<file path="config.mk">
export PLATFORM = sky130hd
export DESIGN_NAME = conv_window_sequencer
export DESIGN_NICKNAME = d
export VERILOG_FILES = /design/src/rtl/conv_window_sequencer.sv
export SDC_FILE = /design/constraint.sdc
export NUM_CORES = 1
export LEC_CHECK = 0
export BUFFER_PORTS_ARGS = -buffer_cell sky130_fd_sc_hd__buf_2
export CORE_UTILIZATION = 60
export CTS_CLUSTER_SIZE = 12
export DETAILED_ROUTE_END_ITERATION = 16
export HOLD_SLACK_MARGIN = 0.02
export PLACE_DENSITY = 0.92
export SLEW_MARGIN = 20
export SYNTH_ARGS = -nofsm -noshare
export SYNTH_HDL_FRONTEND = slang
export SYNTH_SLANG_ARGS = --single-unit
</file>
<file path="constraint.sdc">
create_clock -name clk -period 2.81 [get_ports clk]
set_input_delay 0.562 -clock clk [delete_from_list [all_inputs] [get_ports clk]]
set_output_delay 0.562 -clock clk [all_outputs]
set_load 0.01 [all_outputs]
</file>
<file path="src/rtl/conv_window_sequencer.sv">
// Convolution window sequencer: walks a KxK window with stride over an IN_W x IN_H
// image for each output channel, feeding tap addresses to the MAC PU and strobing results out.
module conv_window_sequencer #(
  parameter int IN_W   = 28,
  parameter int IN_H   = 28,
  parameter int K      = 3,
  parameter int STRIDE = 1,
  parameter int NUM_OC = 1,
  parameter int PIX_AW = 10,
  parameter int WGT_AW = 4,
  parameter int OUT_AW = 10
) (
  input  logic              clk,
  input  logic              reset_n,
  input  logic              start,
  input  logic              abort,
  input  logic              mac_ready,
  input  logic              pu_done,
  output logic [PIX_AW-1:0] pixel_addr,
  output logic [WGT_AW-1:0] weight_addr,
  output logic              mac_valid,
  output logic              mac_first,
  output logic              mac_last,
  output logic              out_wr_en,
  output logic [OUT_AW-1:0] out_addr,
  output logic              busy,
  output logic              final_done
);
  localparam int OUT_W = (IN_W - K) / STRIDE + 1;
  localparam int OUT_H = (IN_H - K) / STRIDE + 1;
  localparam int KW    = $clog2(K + 1);
  localparam int CW    = $clog2(OUT_W + 1);
  localparam int RW    = $clog2(OUT_H + 1);
  localparam int OCW   = $clog2(NUM_OC + 1);
  localparam logic [PIX_AW-1:0] COL_STEP = PIX_AW'(STRIDE);
  localparam logic [PIX_AW-1:0] ROW_STEP = PIX_AW'(STRIDE * IN_W);
  localparam logic [PIX_AW-1:0] LINE     = PIX_AW'(IN_W);
  localparam logic [WGT_AW-1:0] TAP_CNT  = WGT_AW'(K * K);

  typedef enum logic [2:0] {S_IDLE, S_ISSUE, S_WAIT_RES, S_WRITE, S_DONE} state_t;
  state_t r_state, w_next;

  logic [KW-1:0]     r_kc, r_kr;
  logic [CW-1:0]     r_col;
  logic [RW-1:0]     r_row;
  logic [OCW-1:0]    r_oc;
  logic [PIX_AW-1:0] r_row_base, r_win_base, r_krow_off, r_pix;
  logic [WGT_AW-1:0] r_wgt_base, r_wgt;
  logic [OUT_AW-1:0] r_out;

  logic              w_xfer, w_tap_last, w_col_last, w_row_last, w_layer_last;
  logic [PIX_AW-1:0] w_row_base_nxt, w_win_base_nxt;
  logic [WGT_AW-1:0] w_wgt_base_nxt;

  assign w_xfer       = (r_state == S_ISSUE) && mac_ready;
  assign w_tap_last   = (r_kc == KW'(K - 1)) && (r_kr == KW'(K - 1));
  assign w_col_last   = (r_col == CW'(OUT_W - 1));
  assign w_row_last   = (r_row == RW'(OUT_H - 1));
  assign w_layer_last = w_col_last && w_row_last && (r_oc == OCW'(NUM_OC - 1));

  always_comb begin
    w_next = r_state;
    case (r_state)
      S_IDLE:     if (start) w_next = S_ISSUE;
      S_ISSUE:    if (w_xfer && w_tap_last) w_next = S_WAIT_RES;
      S_WAIT_RES: if (pu_done) w_next = S_WRITE;
      S_WRITE:    w_next = w_layer_last ? S_DONE : S_ISSUE;
      S_DONE:     if (!start) w_next = S_IDLE;
      default:    w_next = S_IDLE;
    endcase
    if (abort) w_next = S_IDLE;
  end

  // Base of the next window; all address state moves by constant steps only.
  always_comb begin
    w_row_base_nxt = r_row_base;
    w_win_base_nxt = r_win_base + COL_STEP;
    w_wgt_base_nxt = r_wgt_base;
    if (w_col_last) begin
      if (w_row_last) begin
        w_row_base_nxt = '0;
        w_win_base_nxt = '0;
        w_wgt_base_nxt = r_wgt_base + TAP_CNT;
      end else begin
        w_row_base_nxt = r_row_base + ROW_STEP;
        w_win_base_nxt = r_row_base + ROW_STEP;
      end
    end
  end

  always_ff @(posedge clk or negedge reset_n) begin
    if (!reset_n) begin
      r_state    <= S_IDLE;
      r_kc       <= '0;
      r_kr       <= '0;
      r_col      <= '0;
      r_row      <= '0;
      r_oc       <= '0;
      r_row_base <= '0;
      r_win_base <= '0;
      r_krow_off <= '0;
      r_pix      <= '0;
      r_wgt_base <= '0;
      r_wgt      <= '0;
      r_out      <= '0;
    end else begin
      r_state <= w_next;
      if (w_next == S_IDLE) begin
        r_kc       <= '0;
        r_kr       <= '0;
        r_col      <= '0;
        r_row      <= '0;
        r_oc       <= '0;
        r_row_base <= '0;
        r_win_base <= '0;
        r_krow_off <= '0;
        r_pix      <= '0;
        r_wgt_base <= '0;
        r_wgt      <= '0;
        r_out      <= '0;
      end else if (w_xfer && !w_tap_last) begin
        r_wgt <= r_wgt + WGT_AW'(1);
        if (r_kc == KW'(K - 1)) begin
          r_kc       <= '0;
          r_kr       <= r_kr + KW'(1);
          r_krow_off <= r_krow_off + LINE;
          r_pix      <= r_win_base + r_krow_off + LINE;
        end else begin
          r_kc  <= r_kc + KW'(1);
          r_pix <= r_pix + PIX_AW'(1);
        end
      end else if (r_state == S_WRITE) begin
        // Output order (col, row, oc) makes out_addr a plain running count.
        r_out      <= r_out + OUT_AW'(1);
        r_kc       <= '0;
        r_kr       <= '0;
        r_krow_off <= '0;
        r_row_base <= w_row_base_nxt;
        r_win_base <= w_win_base_nxt;
        r_wgt_base <= w_wgt_base_nxt;
        r_pix      <= w_win_base_nxt;
        r_wgt      <= w_wgt_base_nxt;
        if (w_col_last) begin
          r_col <= '0;
          if (w_row_last) begin
            r_row <= '0;
            r_oc  <= r_oc + OCW'(1);
          end else begin
            r_row <= r_row + RW'(1);
          end
        end else begin
          r_col <= r_col + CW'(1);
        end
      end
    end
  end

  assign pixel_addr  = r_pix;
  assign weight_addr = r_wgt;
  assign mac_valid   = (r_state == S_ISSUE);
  assign mac_first   = mac_valid && (r_kc == '0) && (r_kr == '0);
  assign mac_last    = mac_valid && w_tap_last;
  assign out_wr_en   = (r_state == S_WRITE);
  assign out_addr    = r_out;
  assign busy        = (r_state == S_ISSUE) || (r_state == S_WAIT_RES) || (r_state == S_WRITE);
  assign final_done  = (r_state == S_DONE);
endmodule

</file>
* After elaboration in Yosys (flattened, before gate mapping) *
Cells that the tools add are included.

cells by class
  add/sub/neg operators = 14
  multiply operators = 0
  divide/modulo/power cells = 0
  $lt $le $gt $ge = 0
  equality and inequality tests = 10
  shift operators = 0
  mux-type cells = 54
  bitwise operators = 1
  reduce and logical (&&, ||, !) cells = 24

operators by type and width
  operator                                       count
  2-to-1 mux 10 bit                              19
  2-to-1 mux 5 bit                               9
  adder 10 x 1 -> 10 bit, second input constant  3
  adder 10 x 5 -> 10 bit, second input constant  3
  2-to-1 mux 4 bit                               7
  2-to-1 mux 3 bit                               6
  one-hot mux 3 bit (5 select lines)             1
  2-to-1 mux 2 bit                               7
  adder 10 bit                                   1
  adder 5 x 1 -> 5 bit, second input constant    2
  == test 5 bit, second input constant           2
  logical AND 1 bit                              9
  == test 3 x 2 -> 1 bit, second input constant  2
  zero test 3 bit                                2
  nonzero test 2 bit                             3
  2-to-1 mux 1 bit                               5
  adder 2 x 1 -> 2 bit, second input constant    2
  adder 4 x 1 -> 4 bit, second input constant    1
  adder 4 bit, second input constant             1
  == test 2 bit, second input constant           2
  zero test 2 bit                                2
  AND reduction 2 bit                            2
  AND reduction 4 bit                            1
  == test 3 x 1 -> 1 bit, second input constant  1
  9 further kinds                                10

storage, ports and cells
  flip-flop bits (word level) = 76
  latch bits = 0
  RAM bits = 0
  bits in read-only memories = 0
  input port bits = 6
  output and inout port bits = 30
  logic and storage cells = 116
  memories = 0

* Depth between registers and ports, before layout *
Gate-level depths: netlist of run 1.

  depth after elaboration = 9
  gate-level depth with buffers = 9
  mapped depth without buffers = 9

* Least setup slack after synthesis of run 1 *
No wires, ideal clock.

  path type = reg2reg
  start = reg r_win_base[6]
  end = reg r_pix[9] (netlist: pixel_addr[9])
  setup time = 0.066 ns
  data arrival time = 2.012 ns
  required time = 2.744 ns
  slack = 0.732 ns
  cell stages (with the launch flop) = 7
  cells stage by stage = dfrtp_1 -> ha_1 -> ha_1 -> or4_1 -> o2111a_1 -> a221oi_1 -> a22o_1

on the way
  word-level cells in the longest chain between the ends = 5
  elaborated cells between the ends (all ways) = 8
  those cells by class = 3 x add/sub; 5 x mux

ends and longest elaborated chain
  item                                                                line      text
  start: declaration                                                  47        logic [PIX_AW-1:0] r_row_base, r_win_base, r_krow_off, r_pix;
  start signal: assignment                                            139       r_win_base <= w_win_base_nxt;
  adder 10 bit / adder 10 x 1 -> 10 bit (equally long branches)       127, 77
  adder 10 x 5 -> 10 bit / 2-to-1 mux 10 bit (equally long branches)  127, 79
  2-to-1 mux 10 bit (on tied branches)                                123, 132
  2-to-1 mux 10 bit *                                                 121       end else if (w_xfer && !w_tap_last) begin
  2-to-1 mux 10 bit *                                                 108       if (w_next == S_IDLE) begin
  end signal: assignment                                              127       r_pix <= r_win_base + r_krow_off + LINE;
  end signal: assignment                                              130       r_pix <= r_pix + PIX_AW'(1);
  end signal: assignment                                              141       r_pix <= w_win_base_nxt;
  end: declaration                                                    47

Every way passes the cells marked *; elsewhere a longest branch is shown, timed or not. The select of a mux whose other input is x is not followed.
A chain may end at the register's enable or synchronous reset.

* Final worst setup path of run 1 *
Ends and elaborated chain as after synthesis.

==> impl_metrics.yaml, run 1 <==
synth:
  synth.largest_area_cell: "dfrtp_1"
  yosysMostFrequentCell: "dfrtp_1"
  ys_ff_latch: 74
  synth_warnings: 0
  synthAdderAreaFrac_pct: 6.97
  muxShareOfSynthArea_pct: 0.232
  synth_compound_area_share_pct: 19.5
  synth_ff_type: "dfrtp_1"
  synth_enable_flop_cells: 0
  yosysTopAreaCellShare_pct: 38.2
  synth_xor_area_share_pct: 6.32
  synth_area_leaders: "dfrtp_1 (38%), ha_1 (7.0%), a21oi_1 (5.8%), nor2_1 (4.6%), nand2_1 (4.2%)"
  syn_nets: 597
  synth_common_cells: "dfrtp_1 (74), nor2_1 (59), a21oi_1 (56)"
  synth-async-reset-ratio_pct: 100
  avgSynthCellArea_um2: 8.60
  synth_top_family_by_area: "simple AND/OR/NAND/NOR gates"
  yosys.area_share.simple_pct: 23.0
  synthCells: 564
  ys_types: 68
  ys_seq_area_share_pct: 38.2
  netlist_area_mm2: 0.00485
hold_path:
  hold_path.class: "in2async"
timing:
  slew_headroom_pct: 56.8
  setup_violations: 0
  drv_slew: 0
  worst_pin_slew_ns: 0.648
  min_period_ns: 2.25
  hold_violations: 0
  min_period_over_period_pct: 79.9
  skew_ns: 0.0178
  tns_ns: 0
  timing.final.ws_setup_ns: 0.564
  grt_setup_unrepaired: "no"
  clock.fmax_ghz: 0.445
critical_path:
  start_kind: "flip-flop"
  crit_type: "reg2reg"
  required_ns: 3.10
  worst-path-max-fanout: 5
  cp-end-kind: "flip-flop"
  arrival_ns: 2.54
clock_network:
  htree_levels: 3
  cts_tree: "done"
  clock_sinks: 74
  cts-buffers-inserted: 9
  insertion_delay_ns: 0.36
  hold_buffers: 0
  clkTransAtPathRegs_ns: 0.08
  clk_path_buf_depth: 2
  cts-root-buf: "clkbuf_8"
  ctsResizeCount: 0
  cts_setup_buffers: 0
cells_and_area:
  fillers: 592
  drive_gt1_share_pct: 14.1
  antenna_cells: 0
  final_nets: 625
  areaGrowthSynthToFinish_pct: 8.20
floorplanning:
  fp.dieW_um: 91.9
  core_mm2: 0.00777
  initial_core_util_pct: 62.4
  die-area_mm2: 0.00845
  pin_count: 36
  die_height_um: 91.9
  rows: 32
run_status:
  outcome: "complete, no violations"
drt:
  final_antenna_net_count: 0
  routed_via_density: 6.31
  vias: 4413
  drcViolationCount: 0
  drt_wl_total_um: 12000
  wl_per_cell_um: 17.2
  drt_iter0_drc: 508
  dr.pass1.iters: 5
power_and_ir_drop:
  ir_drop_mv: 0.296
  p_leak_nw: 2.34
  powerDensity_mw_per_mm2: 376
placed_design:
  dp_slack_ns: 0.593
  io_buffers: 35
  place_hpwl_um: 8320
  place_congestion: 0.896
grt:
  grt_overflow: 0
  grt_pass1_vias: 4179
  antenna_found_initial: 0
  grt_max_degree: 38
  grt_pass1_wl_um: 19700
  grt_usage_pct: 29.7
flow_run:
  cap_violations: 0
==> metrics by stage <==
step                cells  hold WS (ns)  util (%)  power (mW)  cell area, µm²
global route          699         0.189      67.6        2.04            5250
CTS                   699         0.176      67.6        1.98            5250
detailed placement    683         0.502      65.3        1.22            5070
floorplan             564         0.266         -        1.17            4850
finish                699         0.157      67.6        1.97            5250
global placement      683         0.470      65.3        1.22            5070
==> per-layer routing <==
layer  global-route usage, %  wire length (µm)  up-vias  share of wire [%]
li1                        -                 -     2061                  -
met1                    39.1              5040     2113                 42
met3                    4.23               819       25                6.8
met2                    48.3              5920      214                 49
met5                       0                 0        -                  0
met4                    14.1               246        0                2.0
==> critical path: stages (launching register included) <==
cell and delay [ns]:
dfrtp_1 0.44, ha_1 0.32, ha_1 0.25, or4_1 0.53, o2111a_1 0.25, a221oi_1 0.23, a22o_1 0.17
==> report_power, final <==
part | total [mW] | internal, mW | leakage, nW | switching [mW]
registers | 1.08 | 1.07 | 1.03 | 0.00926
logic | 0.123 | 0.0346 | 1.22 | 0.0880
clock network | 0.770 | 0.348 | 0.0859 | 0.422
==> logic make-up (layout without fill, tap and decap cells) <==
logic type                 count (synthesis)  after routing
AOI/OAI and AO/OA                        147            147
xor gates and xnor gates                  35             35
adders and majority gates                 27             27
buffers and inverters                     57             90
DFF                                       74             74
muxes                                      1              1
other                                      1              1
and+or+nand+nor                          222            222
==> sequential cells by signal, summed over array words and instances (netlist names) <==
register and count:
r_krow_off 8, r_kr 2, r_kc 2, out_addr 10, r_win_base 10, r_state 3, r_row_base 10, weight_addr 4
r_oc 1, pixel_addr 10, r_row 5, r_wgt_base 4, r_col 5
==> path summary, 6_finish.rpt <==
check | start | to | slack (ns) | cells past startpoint
worst max-delay path | r_win_base[6]$_DFFE_PN0P_ | pixel_addr[9]$_DFFE_PN0P_ | 0.56 | 6
worst min-delay path | reset_n | pixel_addr[9]$_DFFE_PN0P_ | 0.16 | 1
worst max register to register | r_win_base[6]$_DFFE_PN0P_ | pixel_addr[9]$_DFFE_PN0P_ | 0.56 | 6
worst min register to register | r_krow_off[9]$_DFFE_PN0P_ | r_krow_off[9]$_DFFE_PN0P_ | 0.52 | 1
max in group asynchronous | reset_n | r_krow_off[6]$_DFFE_PN0P_ | 1.81 | 2
min in group clk | abort | r_state[0]$_DFF_PN0_ | 0.43 | 2
==> cells in the final DEF, fill, tap and decap left out, types with 3 or more instances in the layout <==
master,instances
buf_2,35
ha_1,27
nand4b_1,4
nand2_1,54
buf_4,12
nor3b_1,3
a211oi_1,13
and4b_1,4
nor4_1,3
xor2_1,15
clkbuf_8,10
inv_1,26
nor2_1,59
a22oi_1,5
nand2b_1,4
o211ai_1,3
o22ai_1,3
a21o_1,3
nor3_1,23
nand4_1,7
dfrtp_1,74
a31oi_1,6
and2_1,5
nand3_1,27
or3_1,9
and3_1,4
a21oi_1,56
o21ai_0,30
xnor2_1,20
==> layout make-up <==
| cell class | instances | area [µm²] | area share, % |
|---|---|---|---|
| timing repair buffer | 47 | 265 | 5.05 |
| sequential | 74 | 1850 | 35.3 |
| tap | 102 | 128 | 2.43 |
| clock buffer | 11 | 141 | 2.69 |
| inverter | 27 | 101 | 1.93 |
| clock inverter | 5 | 37.5 | 0.715 |
| multi-input combinational | 433 | 2720 | 51.9 |
Note: power is estimated with default switching activity, not from simulation.
==> run 2: changes to the inputs <==
- clock period: 2.81 -> 2.3 ns (I/O delays scaled with it)
==> impl_metrics.yaml, run 2 (synthesis results as in run 1) <==
drt:
  drt_wl_total_um: 12900
  drt_iter0_drc: 524
  routed_via_density: 6.59
  drcViolationCount: 0
  final_antenna_net_count: 0
  wl_per_cell_um: 18.2
  vias: 4653
  dr.pass1.iters: 6
clock_network:
  cts-root-buf: "clkbuf_8"
  cts_tree: "done"
  htree_levels: 3
  clkTransAtPathRegs_ns: 0.09
  insertion_delay_ns: 0.37
  clk_path_buf_depth: 2
  cts-buffers-inserted: 9
  clock_sinks: 74
cells_and_area:
  final_cells: 706
  antenna_cells: 0
  seqCellArea_mm2: 0.00185
  mostFrequentLayoutCells: "dfrtp_1 (74), nor2_1 (59), a21oi_1 (55)"
  multi_input_area_mm2: 0.00273
  fin_area_mm2: 0.00537
  drive_gt1_share_pct: 15.7
  areaGrowthSynthToFinish_pct: 10.7
  final_common_cell: "dfrtp_1"
  final_nets: 632
  fillers: 547
timing:
  min_period_over_period_pct: 98.7
  min_period_ns: 2.27
  clock.fmax_ghz: 0.441
  setup_violations: 0
  slew_headroom_pct: 52.8
  drv_slew: 0
  worst_pin_slew_ns: 0.707
  hold_violations: 0
  timing.final.ws_setup_ns: 0.0300
  skew_ns: 0.0109
grt:
  grt_overflow: 0
  grt_pass1_wl_um: 21100
  grt_pass1_vias: 4432
  grt_usage_pct: 31.9
  grt_max_degree: 75
  antenna_found_initial: 0
floorplanning:
  initial_core_util_pct: 62.4
  core_mm2: 0.00777
  die-area_mm2: 0.00845
  pin_count: 36
  fp.dieW_um: 91.9
  rows: 32
  die_height_um: 91.9
run_status:
  outcome: "complete, no violations"
power_and_ir_drop:
  p_leak_nw: 2.40
  ir_drop_mv: 0.251
  powerDensity_mw_per_mm2: 484
  power.total_mw: 2.60
critical_path:
  arrival_ns: 2.58
  cp-end-kind: "flip-flop"
  crit_type: "reg2reg"
  start_kind: "flip-flop"
  worst-path-max-fanout: 5
  required_ns: 2.61
placed_design:
  dp_slack_ns: 0.103
  place_area_mm2: 0.00515
  io_buffers: 35
  place_congestion: 0.936
  place_hpwl_um: 8370
  placedCellCount: 690
flow_run:
  cap_violations: 0
hold_path:
  hold_path.class: "in2async"
[run 2: cell types whose count changed in the layout (fill, tap and decap cells not counted), sizes merged]
cell      previous run  this run
buf                 47        54
bufinv               0         1
clkinv               2         1
clkinvlp             2         1
inv                 28        29
[run 2: worst paths after layout]
path | from | endpoint | slack, ns | cells past startpoint
worst max-delay path | r_krow_off[6]$_DFFE_PN0P_ | pixel_addr[9]$_DFFE_PN0P_ | 0.03 | 6
worst min-delay path | reset_n | pixel_addr[5]$_DFFE_PN0P_ | 0.10 | 2
worst max register to register | r_krow_off[6]$_DFFE_PN0P_ | pixel_addr[9]$_DFFE_PN0P_ | 0.03 | 6
worst min register to register | r_kr[0]$_DFFE_PN0P_ | r_kr[0]$_DFFE_PN0P_ | 0.49 | 1
max in group asynchronous | reset_n | r_row_base[6]$_DFFE_PN0P_ | 1.87 | 2
min in group clk | abort | r_state[1]$_DFF_PN0_ | 0.32 | 2
[run 2: area by class of cell]
class                           count  share of cell area, %
Clock buffer                       11                   2.82
Clock inverter                      5                   1.12
Inverter                           27                   1.89
Multi-Input combinational cell    433                   50.9
Sequential cell                    74                   34.5
Tap cell                          102                   2.38
Timing Repair Buffer               54                   6.39
[run 2: metal layers]
layer / wire (µm) / up-vias / part of all wire [%] / GRT usage (%)
met2: 6160 / 295 / 48 / 51.2
met5: 0 / - / 0 / 0
met1: 5030 / 2219 / 39 / 41.2
met3: 1240 / 56 / 9.7 / 7.05
li1: - / 2083 / - / -
met4: 425 / 0 / 3.3 / 14.6
[run 2: repair_timing]
action,4_1_cts,5_1_grt
setup endpoints to repair,0,4
resized for setup,0,4
endpoints found under the hold margin,0,0
hold buffers,0,0
setup buffers,0,0
[run 2: worst max-delay path: stages, from the launching register on]
cell      delay [ns]
dfrtp_1         0.46
ha_1            0.31
ha_1            0.27
or4_1           0.54
o2111a_1        0.25
a221oi_1        0.21
a22o_1          0.17
[run 2: through the flow]
step                      hold slack [ns]  util, %  TNS [ns]
after floorplan                     0.164        -         0
after global placement              0.470     66.3         0
after detailed placement            0.487     66.3         0
after CTS                           0.139     69.0         0
after global routing                0.136     69.1   -0.0889
final                               0.102     69.1         0
[run 2: where the power goes]
part	switching [mW]	internal [mW]	leakage [nW]
combinational	0.114	0.0491	1.27
sequential	0.00991	1.31	1.03
clock	0.553	0.567	0.106
